===== src/rtl/dispatch_issue_ctrl.sv =====
// Dispatch issue controller: in-order request FIFO -> one-entry issue stage gated by per-unit credits; push-to-valid 2 cycles,
// s_tready_req = !full, stage holds until the unit's ready. Optional perf counters under DISPATCH_ISSUE_PERF_EN.

module dispatch_issue_fifo #(
  parameter int W     = 8,
  parameter int DEPTH = 4
) (
  input  logic         clk,
  input  logic         rst_n,
  input  logic         clr,
  input  logic         push,
  input  logic [W-1:0] din,
  input  logic         pop,
  output logic [W-1:0] head,
  output logic         full,
  output logic         empty
);
  localparam int AW = $clog2(DEPTH);

  logic [W-1:0] mem [DEPTH];
  logic [AW:0]  wr_ptr;
  logic [AW:0]  rd_ptr;

  assign empty = (wr_ptr == rd_ptr);
  assign full  = (wr_ptr[AW] != rd_ptr[AW]) && (wr_ptr[AW-1:0] == rd_ptr[AW-1:0]);
  assign head  = mem[rd_ptr[AW-1:0]];

  always_ff @(posedge clk or negedge rst_n) begin
    if (!rst_n) begin
      wr_ptr <= '0;
      rd_ptr <= '0;
    end else if (clr) begin
      wr_ptr <= '0;
      rd_ptr <= '0;
    end else begin
      if (push && !full) wr_ptr <= wr_ptr + 1'b1;
      if (pop && !empty) rd_ptr <= rd_ptr + 1'b1;
    end
  end

  always_ff @(posedge clk) begin
    if (push && !full && !clr) mem[wr_ptr[AW-1:0]] <= din;
  end
endmodule

module dispatch_issue_credit #(
  parameter int MAX = 2,
  parameter int PW  = 3
) (
  input  logic          clk,
  input  logic          rst_n,
  input  logic          take,
  input  logic          done,
  input  logic          refund,
  input  logic [PW-1:0] pend,
  output logic          avail,
  output logic          ahead,
  output logic          ovf
);
  localparam int W = $clog2(MAX + 1);
  localparam logic [W:0] MAXV = MAX[W:0];

  logic [W-1:0] cnt;
  logic [W:0]   nxt;

  // A done arriving at max is only legal when this cycle's issue consumes a credit.
  always_comb begin
    nxt = {1'b0, cnt};
    if (done && ((cnt != MAXV[W-1:0]) || take)) nxt = nxt + 1'b1;
    if (refund) nxt = nxt + 1'b1;
    if (take) nxt = nxt - 1'b1;
    if (nxt > MAXV) nxt = MAXV;
  end

  always_ff @(posedge clk or negedge rst_n) begin
    if (!rst_n) cnt <= MAXV[W-1:0];
    else        cnt <= nxt[W-1:0];
  end

  assign avail = (cnt != '0);
  assign ahead = 32'(cnt) > 32'(pend);
  assign ovf   = done && (cnt == MAXV[W-1:0]) && !take;
endmodule

module dispatch_issue_ctrl #(
  parameter int DEPTH       = 4,
  parameter int ALU_CREDITS = 2,
  parameter int LSU_CREDITS = 4,
  parameter int SP_CREDITS  = 1
) (
  input  logic         clk,
  input  logic         rst_n,
  input  logic         s_tvalid_req,
  output logic         s_tready_req,
  input  logic [102:0] dispatch_request,
  input  logic         flush,
  output logic         m_tvalid_alu,
  output logic         m_tvalid_lsu,
  output logic         m_tvalid_special,
  input  logic         m_tready_alu,
  input  logic         m_tready_lsu,
  input  logic         m_tready_special,
  output logic [4:0]   issue_warp_id,
  output logic [62:0]  issue_instruction,
  output logic [31:0]  issue_pred,
  input  logic         alu_done,
  input  logic         lsu_done,
  input  logic         special_done,
  output logic         sched_ready_alu,
  output logic         sched_ready_lsu,
  output logic         sched_ready_special,
  output logic [31:0]  err,
  output logic [31:0]  perf_stall_alu,
  output logic [31:0]  perf_stall_lsu,
  output logic [31:0]  perf_stall_special,
  output logic [31:0]  perf_issued
);
  localparam int PW = $clog2(DEPTH + 1);

  typedef enum logic {EMPTY, HOLD} stage_t;

  stage_t        state;
  logic [2:0]    stage_unit;
  logic [102:0]  head;
  logic          fifo_full;
  logic          fifo_empty;
  logic [2:0]    req_unit;
  logic [2:0]    head_unit;
  logic          push;
  logic          accepted;
  logic          load;
  logic [2:0]    m_rdy;
  logic [2:0]    done;
  logic [2:0]    take;
  logic [2:0]    refund;
  logic [2:0]    avail;
  logic [2:0]    ahead;
  logic [2:0]    ovf;
  logic [PW-1:0] pend [3];

  // Unit vectors are indexed by request bit: 2 = ALU, 1 = LSU, 0 = special.
  assign req_unit  = dispatch_request[2:0];
  assign head_unit = head[2:0];
  assign push      = s_tvalid_req && !fifo_full && $onehot(req_unit) && !flush;
  assign m_rdy     = {m_tready_alu, m_tready_lsu, m_tready_special};
  assign done      = {alu_done, lsu_done, special_done};
  assign accepted  = (state == HOLD) && |(stage_unit & m_rdy);
  assign load      = !flush && !fifo_empty && |(head_unit & avail) &&
                     ((state == EMPTY) || accepted);
  assign take      = load ? head_unit : 3'b000;
  assign refund    = (flush && (state == HOLD) && !accepted) ? stage_unit : 3'b000;

  dispatch_issue_fifo #(.W(103), .DEPTH(DEPTH)) u_fifo (
    .clk(clk), .rst_n(rst_n), .clr(flush), .push(push), .din(dispatch_request),
    .pop(load), .head(head), .full(fifo_full), .empty(fifo_empty)
  );

  dispatch_issue_credit #(.MAX(ALU_CREDITS), .PW(PW)) u_cred_alu (
    .clk(clk), .rst_n(rst_n), .take(take[2]), .done(done[2]), .refund(refund[2]),
    .pend(pend[2]), .avail(avail[2]), .ahead(ahead[2]), .ovf(ovf[2])
  );
  dispatch_issue_credit #(.MAX(LSU_CREDITS), .PW(PW)) u_cred_lsu (
    .clk(clk), .rst_n(rst_n), .take(take[1]), .done(done[1]), .refund(refund[1]),
    .pend(pend[1]), .avail(avail[1]), .ahead(ahead[1]), .ovf(ovf[1])
  );
  dispatch_issue_credit #(.MAX(SP_CREDITS), .PW(PW)) u_cred_sp (
    .clk(clk), .rst_n(rst_n), .take(take[0]), .done(done[0]), .refund(refund[0]),
    .pend(pend[0]), .avail(avail[0]), .ahead(ahead[0]), .ovf(ovf[0])
  );

  always_ff @(posedge clk or negedge rst_n) begin
    if (!rst_n) begin
      for (int i = 0; i < 3; i++) pend[i] <= '0;
    end else if (flush) begin
      for (int i = 0; i < 3; i++) pend[i] <= '0;
    end else begin
      for (int i = 0; i < 3; i++)
        pend[i] <= pend[i] + PW'(push && req_unit[i]) - PW'(load && head_unit[i]);
    end
  end

  always_ff @(posedge clk or negedge rst_n) begin
    if (!rst_n) begin
      state             <= EMPTY;
      stage_unit        <= '0;
      issue_warp_id     <= '0;
      issue_instruction <= '0;
      issue_pred        <= '0;
    end else if (flush) begin
      state      <= EMPTY;
      stage_unit <= '0;
    end else if (load) begin
      state             <= HOLD;
      stage_unit        <= head_unit;
      issue_warp_id     <= head[102:98];
      issue_instruction <= head[97:35];
      issue_pred        <= head[34:3];
    end else if (accepted) begin
      state      <= EMPTY;
      stage_unit <= '0;
    end
  end

  always_ff @(posedge clk or negedge rst_n) begin
    if (!rst_n) begin
      err <= '0;
    end else begin
      err <= {28'd0,
              s_tvalid_req && fifo_full,
              |ovf,
              s_tvalid_req && !fifo_full && (req_unit == 3'b000),
              s_tvalid_req && !fifo_full && !$onehot0(req_unit)};
    end
  end

  assign m_tvalid_alu        = stage_unit[2];
  assign m_tvalid_lsu        = stage_unit[1];
  assign m_tvalid_special    = stage_unit[0];
  assign s_tready_req        = !fifo_full;
  assign sched_ready_alu     = ahead[2] && !fifo_full;
  assign sched_ready_lsu     = ahead[1] && !fifo_full;
  assign sched_ready_special = ahead[0] && !fifo_full;

`ifdef DISPATCH_ISSUE_PERF_EN
  logic [31:0] stall_cnt [3];
  logic [31:0] issued_cnt;

  always_ff @(posedge clk or negedge rst_n) begin
    if (!rst_n) begin
      for (int i = 0; i < 3; i++) stall_cnt[i] <= '0;
      issued_cnt <= '0;
    end else begin
      for (int i = 0; i < 3; i++)
        if (!fifo_empty && head_unit[i] && !avail[i]) stall_cnt[i] <= stall_cnt[i] + 32'd1;
      if (accepted) issued_cnt <= issued_cnt + 32'd1;
    end
  end

  assign perf_stall_alu     = stall_cnt[2];
  assign perf_stall_lsu     = stall_cnt[1];
  assign perf_stall_special = stall_cnt[0];
  assign perf_issued        = issued_cnt;
`else
  assign perf_stall_alu     = '0;
  assign perf_stall_lsu     = '0;
  assign perf_stall_special = '0;
  assign perf_issued        = '0;
`endif
endmodule


===== config.mk =====
export PLATFORM = sky130hd
export DESIGN_NAME = dispatch_issue_ctrl
export DESIGN_NICKNAME = d
export VERILOG_FILES = /design/src/rtl/dispatch_issue_ctrl.sv
export SDC_FILE = /design/constraint.sdc
export NUM_CORES = 1
export LEC_CHECK = 0
export BUFFER_PORTS_ARGS = -buffer_cell sky130_fd_sc_hd__buf_2
export CORE_ASPECT_RATIO = 0.8
export CORE_UTILIZATION = 55
export CTS_CLUSTER_DIAMETER = 120
export DETAILED_ROUTE_END_ITERATION = 8
export PLACE_DENSITY = 0.78
export REMOVE_ABC_BUFFERS = 1
export SLEW_MARGIN = 20
export SYNTH_ARGS = -nofsm -noshare
export SYNTH_HDL_FRONTEND = slang
export SYNTH_SLANG_ARGS = --single-unit

===== constraint.sdc =====
create_clock -name clk -period 6 [get_ports clk]
set_clock_uncertainty 0.1 [all_clocks]
set_input_delay 0.9 -clock clk [delete_from_list [all_inputs] [get_ports clk]]
set_output_delay 0.9 -clock clk [all_outputs]
set_load 0.005 [all_outputs]

==> key figures, run 1 <==
Routing
  • M1 WL: around 17,000 um
  • DRC viols: 0
  • Vias/cell: 5.28
  • DRT iter0 DRCs: approximately 580
  • Vias: ~11,000
  • Highest layer used for signal routing: met5
  • Routed WL: 40,900 um
  • DR WL met3: between 2000 and 3000 um
  • First-pass DRT Iterations: 5
  • Final ANT Viol Nets: 0
  • Wire length per cell: ~21 um
  • Met2 Routed Length: roughly 20,000 um

Floorplanning
  • Die W: 226 um
  • Die Ht: roughly 180 um
  • Core ar.: a little under 40,000 um2
  • Starting Density: 0.557
  • Total I/O pin count: 380
  • Full die area: approximately 41,000 um2
  • Rows: 65

Timing
  • Setup tns final: 0 ns
  • Crit share post-route: 0.682
  • Slew Viols, Final: 0
  • Fin. Hold Viols: 0
  • Crit path time final: 4.09 ns
  • RSZ-0062 raised after global routing: false
  • Worst slew pin tran: approximately 1.1 ns
  • Slew HR: 0.283
  • Max Freq: 0.244 GHz
  • Final setup vio count: 0

Pwr
  • Worst IR Drop VDD: roughly 0.35 mV
  • Power per standard cell area: approximately 380 nW/um2
  • Final Power: between 9 and 10 mW
  • Leak: 9.31 nW

GRT
  • Pin count of the biggest net entering global routing: 93
  • First-pass GRT wire length: between 60,000 and 70,000 um
  • Vias in the first global route: approximately 11,000
  • Total GRT Usage: 0.207
  • Antenna violations before repair: 11
  • GR Overflow Total: 0

Synthesis
  • Synth area leader: edfxtp_1
  • Syn. warnings: 0
  • Ys async rst share: 0.238
  • Synth cell types: slightly above 60
  • Syn avg cell area: ~19 um2
  • Post-synth EDFFs: slightly above 400
  • Syn Std Cell Area: ~22,000 um2
  • Yosys reg bits: around 540
  • Post-Syn Instances: between 1,000 and 1,500
  • Top cells by count, synth: edfxtp_1 (412), buf_4 (157), dfrtp_1 (126)
  • Register area share after synthesis: 0.710
  • Most common flop cell mapped by yosys: edfxtp_1
  • Top post-synthesis cells by area: edfxtp_1 (56%), dfrtp_1 (14%), mux4_2 (10%)
  • Most common cell in the netlist: edfxtp_1
  • Yosys top cell area share: 0.563

Worst setup path
  • Worst R2R End: u_cred_alu.cnt[1]
  • Critical Path Fanout Max: 39
  • WP data required: ~6.4 ns
  • Reg2reg start: u_fifo.rd_ptr[0]
  • Worst Setup End Kind: register
  • Worst setup path class: register to register
  • CP Launch Type: register
  • Reg2reg path depth: 15
  • Worst path arrival time: between 4 and 5 ns
  • Register-to-Register Setup Slack: approximately 1.9 ns

CTS
  • Sink Count: between 500 and 600
  • Post-CTS Setup Inserts: 0
  • Longest Clk Path Bufs: 3
  • H-Tree Depth: 2
  • Clock transition at path regs: ~0.060 ns
  • Clock root cell: clkbuf_16
  • Post-cts resize count: 0
  • CTS tree: built
  • # hold bufs at CTS: 0
  • Clk_lat worst skew: around 0.57 ns
  • TritonCTS buffer count: 52

Layout
  • P&R area growth vs syn: 13.1%
  • Fillers: between 2,000 and 3,000
  • Fraction of layout cells with a size suffix above 1: 0.375
  • Final core utilization: 0.631
  • Final #Nets: 1,551
  • Layout Cells excl Fill: between 1,500 and 2,000

Place
  • Detailed placer's ending HPWL: between 20,000 and 25,000 um
  • Placed Cells: between 1,500 and 2,000
  • Number of I/O port buffers: roughly 220
  • RePlAce Congestion: 0.804

Run
  • Total of max-cap violations: 0

Hold path
  • Worst Hold Class: input pin to async pin

Status
  • Status: completed
## cell families (layout without fill, tap and decap cells)
| family | Yosys count | count (layout) | synth area share |
|---|---|---|---|
| fa+ha+maj | 31 | 31 | 0.0190 |
| flops | 541 | 541 | 0.710 |
| mux | 214 | 214 | 0.161 |
| simple gates | 95 | 95 | 0.0232 |
| compound gates | 31 | 31 | 0.0109 |
| buf+inv | 224 | 359 | 0.0665 |
| other cells | 1 | 162 | 0.000171 |
| xor+xnor | 22 | 22 | 0.00945 |
## per-stage QoR
stage / setup WS [ns] / instance area [um2] / hold WS (ns)
global placement: 1.94 / 23200 / 0.384
CTS: 1.86 / 24900 / 0.400
finish: 1.91 / 24900 / 0.365
detailed placement: 1.83 / 23200 / 0.390
global route: 1.55 / 24900 / 0.406
floorplan: -3.60 / 21200 / 0.406
## per-layer routing
layer / vias to the layer above / track usage
li1: 4649 / -
met1: 5444 / 0.271
met2: 323 / 0.340
met3: 80 / 0.0559
met4: 12 / 0.0650
met5: - / 0
## layout by cell type, fill, tap and decap left out, types with 5 or more instances in the layout
master     Yosys  layout
clkinv_1       1       6
ha_1          27      27
diode_2        0       6
clkinv_2       0      12
inv_1         26      26
clkbuf_16      0      53
xor2_1         6       6
mux2_2       101     101
mux2i_1       10      10
nor2_1        19      19
nor3_1         7       7
buf_4        157       9
conb_1         1     156
nor2b_1        7       7
xnor2_1       14      14
clkbuf_8       0       9
clkbuf_1      23      10
a21oi_1        5       5
buf_2          8     222
a21o_1         5       5
edfxtp_1     412     412
dfrtp_1      126     124
nand3_1       11      11
nand2_1       19      19
mux4_2       101     101
## worst max path at each step
stage,startpoint,endpoint,cells past startpoint
2_1_floorplan,u_fifo.rd_ptr[0],pend[4],11
3_3_place_gp,u_fifo.rd_ptr[0],u_cred_alu.cnt[1],15
3_5_place_dp,m_tready_special,u_cred_lsu.cnt[2],14
4_1_cts,u_fifo.rd_ptr[0],u_cred_alu.cnt[1],15
5_1_grt,u_fifo.rd_ptr[0],u_cred_alu.cnt[1],15
6_report,u_fifo.rd_ptr[0],u_cred_alu.cnt[1],15
## where the power goes
group	total, mW	leakage, nW	switching (mW)	internal [mW]
Combinational	1.65	3.18	0.767	0.884
Clock	3.18	0.834	1.35	1.82
Sequential	4.72	5.30	0.266	4.45
## state kept, by name, indices dropped and copies added, names as in the netlist
register	flops
u_cred_lsu.cnt	3
u_fifo.wr_ptr	3
u_fifo.rd_ptr	3
issue_instruction	63
err	4
u_cred_alu.cnt	2
stage_unit	3
issue_pred	32
state	1
issue_warp_id	5
u_cred_sp.avail	1
u_fifo.mem	412
pend	9
## worst max-delay path, stage by stage (launching register included)
cell and delay [ns]:
dfrtp_4 0.89, mux4_2 0.61, nand2_1 0.11, and4_1 0.33, nor3_4 0.11, o21ai_2 0.26, mux2i_1 0.28, inv_1 0.07
ha_1 0.27, nor2_1 0.05, a21o_1 0.15, ha_1 0.18, xor2_1 0.19, xnor2_1 0.14, nand3_1 0.11, and2_1 0.18
## layout make-up
class                      instances  area (um2)  area share
inverter                          27         101     0.00407
clock inverter                    24         199     0.00800
antenna                            6        15.0    0.000604
clock buffer                      72        1490      0.0598
timing repair buffer             236        1270      0.0511
tap                              536         671      0.0270
sequential                       541       15600       0.628
multi-input combinational        549        5520       0.222
No activity file was read; power rests on OpenSTA's default activity.
==> run 2, diff against run 1 <==
Settings changed: ABC_AREA set to 1.
Clock period 6 ns to 4.2 ns, I/O delays scaled along.
==> run 2 against run 1 <==
Compared with the run above:
- routed wire length is 17% higher
- critical path depth up 4
- clock power rose by 48%
- sequential share of layout area shrank 0.70 points
- global-route usage up 2.7 points
- setup slack got worse by 1.0 ns
- sequential power is 44% higher
- first-iteration DRC count grew 69%
- final area increased by 1.1%
- combinational power up 48%
- critical path type unchanged
==> key figures, run 2 <==
Floorplanning
  • Die Ht: 182 um (+0.57%)
  • Core ar.: 39,600 um2 (+0.41%)
  • Starting Density: 0.562 (+0.00409)
  • Full die area: 41,300 um2 (+1.1%)
  • Rows: 65 (unchanged)
  • Die W: 227 um (+0.57%)
  • Total I/O pin count: 380 (unchanged)

Pwr
  • Switching Fraction: 0.273 (+0.0228)
  • Worst IR Drop VDD: 0.438 mV (+24%)
  • Flop pwr share: 0.487 (-0.007)
  • Leak: 9.76 nW (+4.9%)
  • Clock network fraction of total power: 0.337 (+0.004)
  • Switching Power: 3.80 mW (+59%)
  • Pint: 10.1 mW (+42%)
  • Combinational share of power: 0.176 (+0.003)
  • Power per standard cell area: 554 nW/um2 (+44%)

CTS
  • Sink Count: 541 (unchanged)
  • # hold bufs at CTS: 1 (+1)
  • H-Tree Depth: 2 (unchanged)
  • Longest Clk Path Bufs: 3 (unchanged)
  • TritonCTS buffer count: 51 (-1.9%)
  • CTS tree: built
  • Post-cts resize count: 0 (unchanged)
  • Clk_lat worst skew: 0.58 ns (about the same)
  • Clock root cell: clkbuf_16
  • Post-CTS Setup Inserts: 0 (unchanged)
  • Clock transition at path regs: 0.06 ns (about the same)

Layout
  • Final #Nets: 2,209 (+42%)
  • Max reg flops: 412 (unchanged)
  • Fraction of layout cells with a size suffix above 1: 0.166 (-0.209)
  • Register Area: 15,600 um2 (unchanged)
  • Commonest non-fill, non-tap cell in the layout: nor2_1
  • Final std cell area, no fill: 25,200 um2 (+1.1%)
  • Fillers: 2,961 (+7.2%)
  • Multi-input gate area: 5480 um2 (-0.73%)
  • Most frequent cells in the layout: nor2_1 (521), edfxtp_1 (412), buf_2 (222)
  • P&R area growth vs syn: 13.1% (about the same)

Synthesis
  • Ys async rst share: 0.238 (unchanged)
  • Post-synth EDFFs: 412 (unchanged)
  • Syn avg cell area: 12.0 um2 (-37%)
  • Most common flop cell mapped by yosys: edfxtp_1
  • Syn. warnings: 0 (unchanged)
  • Top post-synthesis cells by area: edfxtp_1 (56%), dfrtp_1 (14%), nor2_1 (8.9%)
  • Syn Std Cell Area: 22,200 um2 (+1.1%)
  • Post-Syn Instances: 1,860 (+60%)
  • Most common cell in the netlist: nor2_1
  • Yosys top cell area share: 0.556 (-0.00639)
  • Yosys reg bits: 541 (unchanged)
  • Top cells by count, synth: nor2_1 (525), edfxtp_1 (412), o21ai_0 (214)
  • Synth cell types: 40 (-35%)
  • Register area share after synthesis: 0.702 (-0.00806)
  • Synth area leader: edfxtp_1

GRT
  • Vias in the first global route: 13,600 (+26%)
  • Met1 usage: 0.314 (+0.0437)
  • Antenna violations before repair: 8 (-3)
  • Met3 Use GR: 0.0468 (-0.00918)
  • GR Overflow Total: 0 (unchanged)
  • Pin count of the biggest net entering global routing: 205 (+120%)
  • Most Crowded Layer GR: met2
  • First-pass GRT wire length: 74,100 um (+17%)
  • Total GRT Usage: 0.235 (+0.0274)
  • M2 GR Usage: 0.391 (+0.0507)

Worst setup path
  • Critical Path Fanout Max: 30 (-23%)
  • Reg2reg start: u_fifo.rd_ptr[1]
  • WP data required: 4.55 ns (-1.85 ns)
  • CP cell instances: inv_4 > nand2_1 > nand2_1 > nand2_1 > nor2_2 > nor2_4 > nand4_1 > nand2_1 > nand2_2 > inv_1 > nand2_1 > nand2_1 > ha_1 > o21ai_0 > ha_1 > nand2_1 > xor2_1 > nand2_1 > nor2_1
  • Worst R2R End: u_cred_alu.cnt[0]
  • Buf/Inv on CP: 2 (+1)
  • Crit-path most repeated cell: nand2_1
  • Register-to-Register Setup Slack: 0.87 ns (-1.04 ns)
  • Crit-path leading delay family: simple AND/OR/NAND/NOR gates
  • CP max-delay cell: dfrtp_4
  • Slowest stage delay, CP: 0.65 ns (-0.24 ns)
  • CP Launch Type: register
  • Reg2reg path depth: 19 (+4)
  • Worst Setup End Kind: register
  • Worst setup path class: register to register
  • Worst path arrival time: 3.69 ns (-0.80 ns)

Routing
  • Wire length per cell: 18.1 um (-12%)
  • Final ANT Viol Nets: 0 (unchanged)
  • First-pass DRT Iterations: 5 (unchanged)
  • DRC viols: 0 (unchanged)
  • DRT iter0 DRCs: 979 (+69%)
  • Vias: 14,000 (+33%)
  • Routed WL: 48,000 um (+17%)
  • Vias/cell: 5.28 (about the same)

Timing
  • Slew Viols, Final: 0 (unchanged)
  • Final setup vio count: 0 (unchanged)
  • Crit share post-route: 0.793 (+0.111)
  • Worst slew pin tran: 1.14 ns (+0.0649 ns)
  • Slew HR: 0.240 (-0.0432)
  • RSZ-0062 raised after global routing: false
  • Fin. Hold Viols: 0 (unchanged)
  • Max Freq: 0.300 GHz (+23%)
  • Crit path time final: 3.33 ns (-0.763 ns)
  • Hold slack: 0.159 ns (-0.206 ns)

Place
  • Placed cell area: 23,400 um2 (+0.94%)
  • Detailed placer's ending HPWL: 28,000 um (+15%)
  • RePlAce Congestion: 0.802 (-0.22%)
  • Number of I/O port buffers: 223 (unchanged)

Hold path
  • Worst hold start: dispatch_request[50]
  • Hold endpoint: u_fifo.mem[0][50]
  • Hold Path Stages: 1
  • Worst Hold Class: input pin to register

Run
  • Total of max-cap violations: 0 (unchanged)

Status
  • Status: completed
-- run 2: power by group through the flow --
stage | combinational, mW | sequential [mW] | clock [mW]
after floorplan | 1.28 | 6.86 | 0
after global placement | 2.37 | 6.86 | 0
after detailed placement | 2.47 | 6.88 | 0
after CTS | 2.49 | 6.79 | 4.79
after global routing | 2.78 | 6.85 | 5.00
final | 2.45 | 6.79 | 4.70
-- run 2: layout make-up --
class / count / share of cell area
sequential: 541 / 0.621
multi-input combinational: 1165 / 0.218
timing repair buffer: 244 / 0.0558
clock buffer: 68 / 0.0553
tap: 536 / 0.0267
clock inverter: 26 / 0.0136
inverter: 62 / 0.00975
antenna: 5 / 0.000497
-- run 2: layer usage --
metal	vias up	wire length [um]
met5	-	34
met4	6	1070
met3	82	3470
met2	506	23600
met1	6855	19800
li1	6528	-
-- run 2: cell families after synthesis --
group                      Yosys count  synth area share
other                                1          0.000169
and+or+nand+nor                    637             0.114
buffers and inverters              309            0.0796
DFF                                541             0.702
AOI/OAI and AO/OA                  329            0.0805
adders and majority gates           31            0.0188
xor gates and xnor gates            12           0.00506
-- run 2: worst max path at each step --
stage | cells past startpoint | startpoint | slack [ns] | end
after floorplan | 8 | u_fifo.rd_ptr[0] | -7.56 | u_fifo.mem[0][0]
after global placement | 7 | dispatch_request[0] | 0.84 | u_fifo.mem[2][22]
after detailed placement | 7 | dispatch_request[0] | 0.78 | u_fifo.mem[2][22]
after CTS | 19 | u_fifo.rd_ptr[1] | 0.83 | u_cred_alu.cnt[0]
after global routing | 17 | u_fifo.rd_ptr[1] | 0.53 | u_cred_alu.cnt[0]
final | 19 | u_fifo.rd_ptr[1] | 0.87 | u_cred_alu.cnt[0]
-- run 2: through the flow --
step / setup slack (ns) / setup TNS [ns] / instances / power, mW / utilization
after floorplan: -7.56 / -3667.66 / 1768 / 8.15 / -
after global placement: 0.843 / 0 / 2547 / 9.24 / 0.591
after detailed placement: 0.783 / 0 / 2547 / 9.35 / 0.591
after CTS: 0.826 / 0 / 2642 / 14.1 / 0.635
after global routing: 0.528 / 0 / 2643 / 14.6 / 0.635
final: 0.869 / 0 / 2647 / 13.9 / 0.635
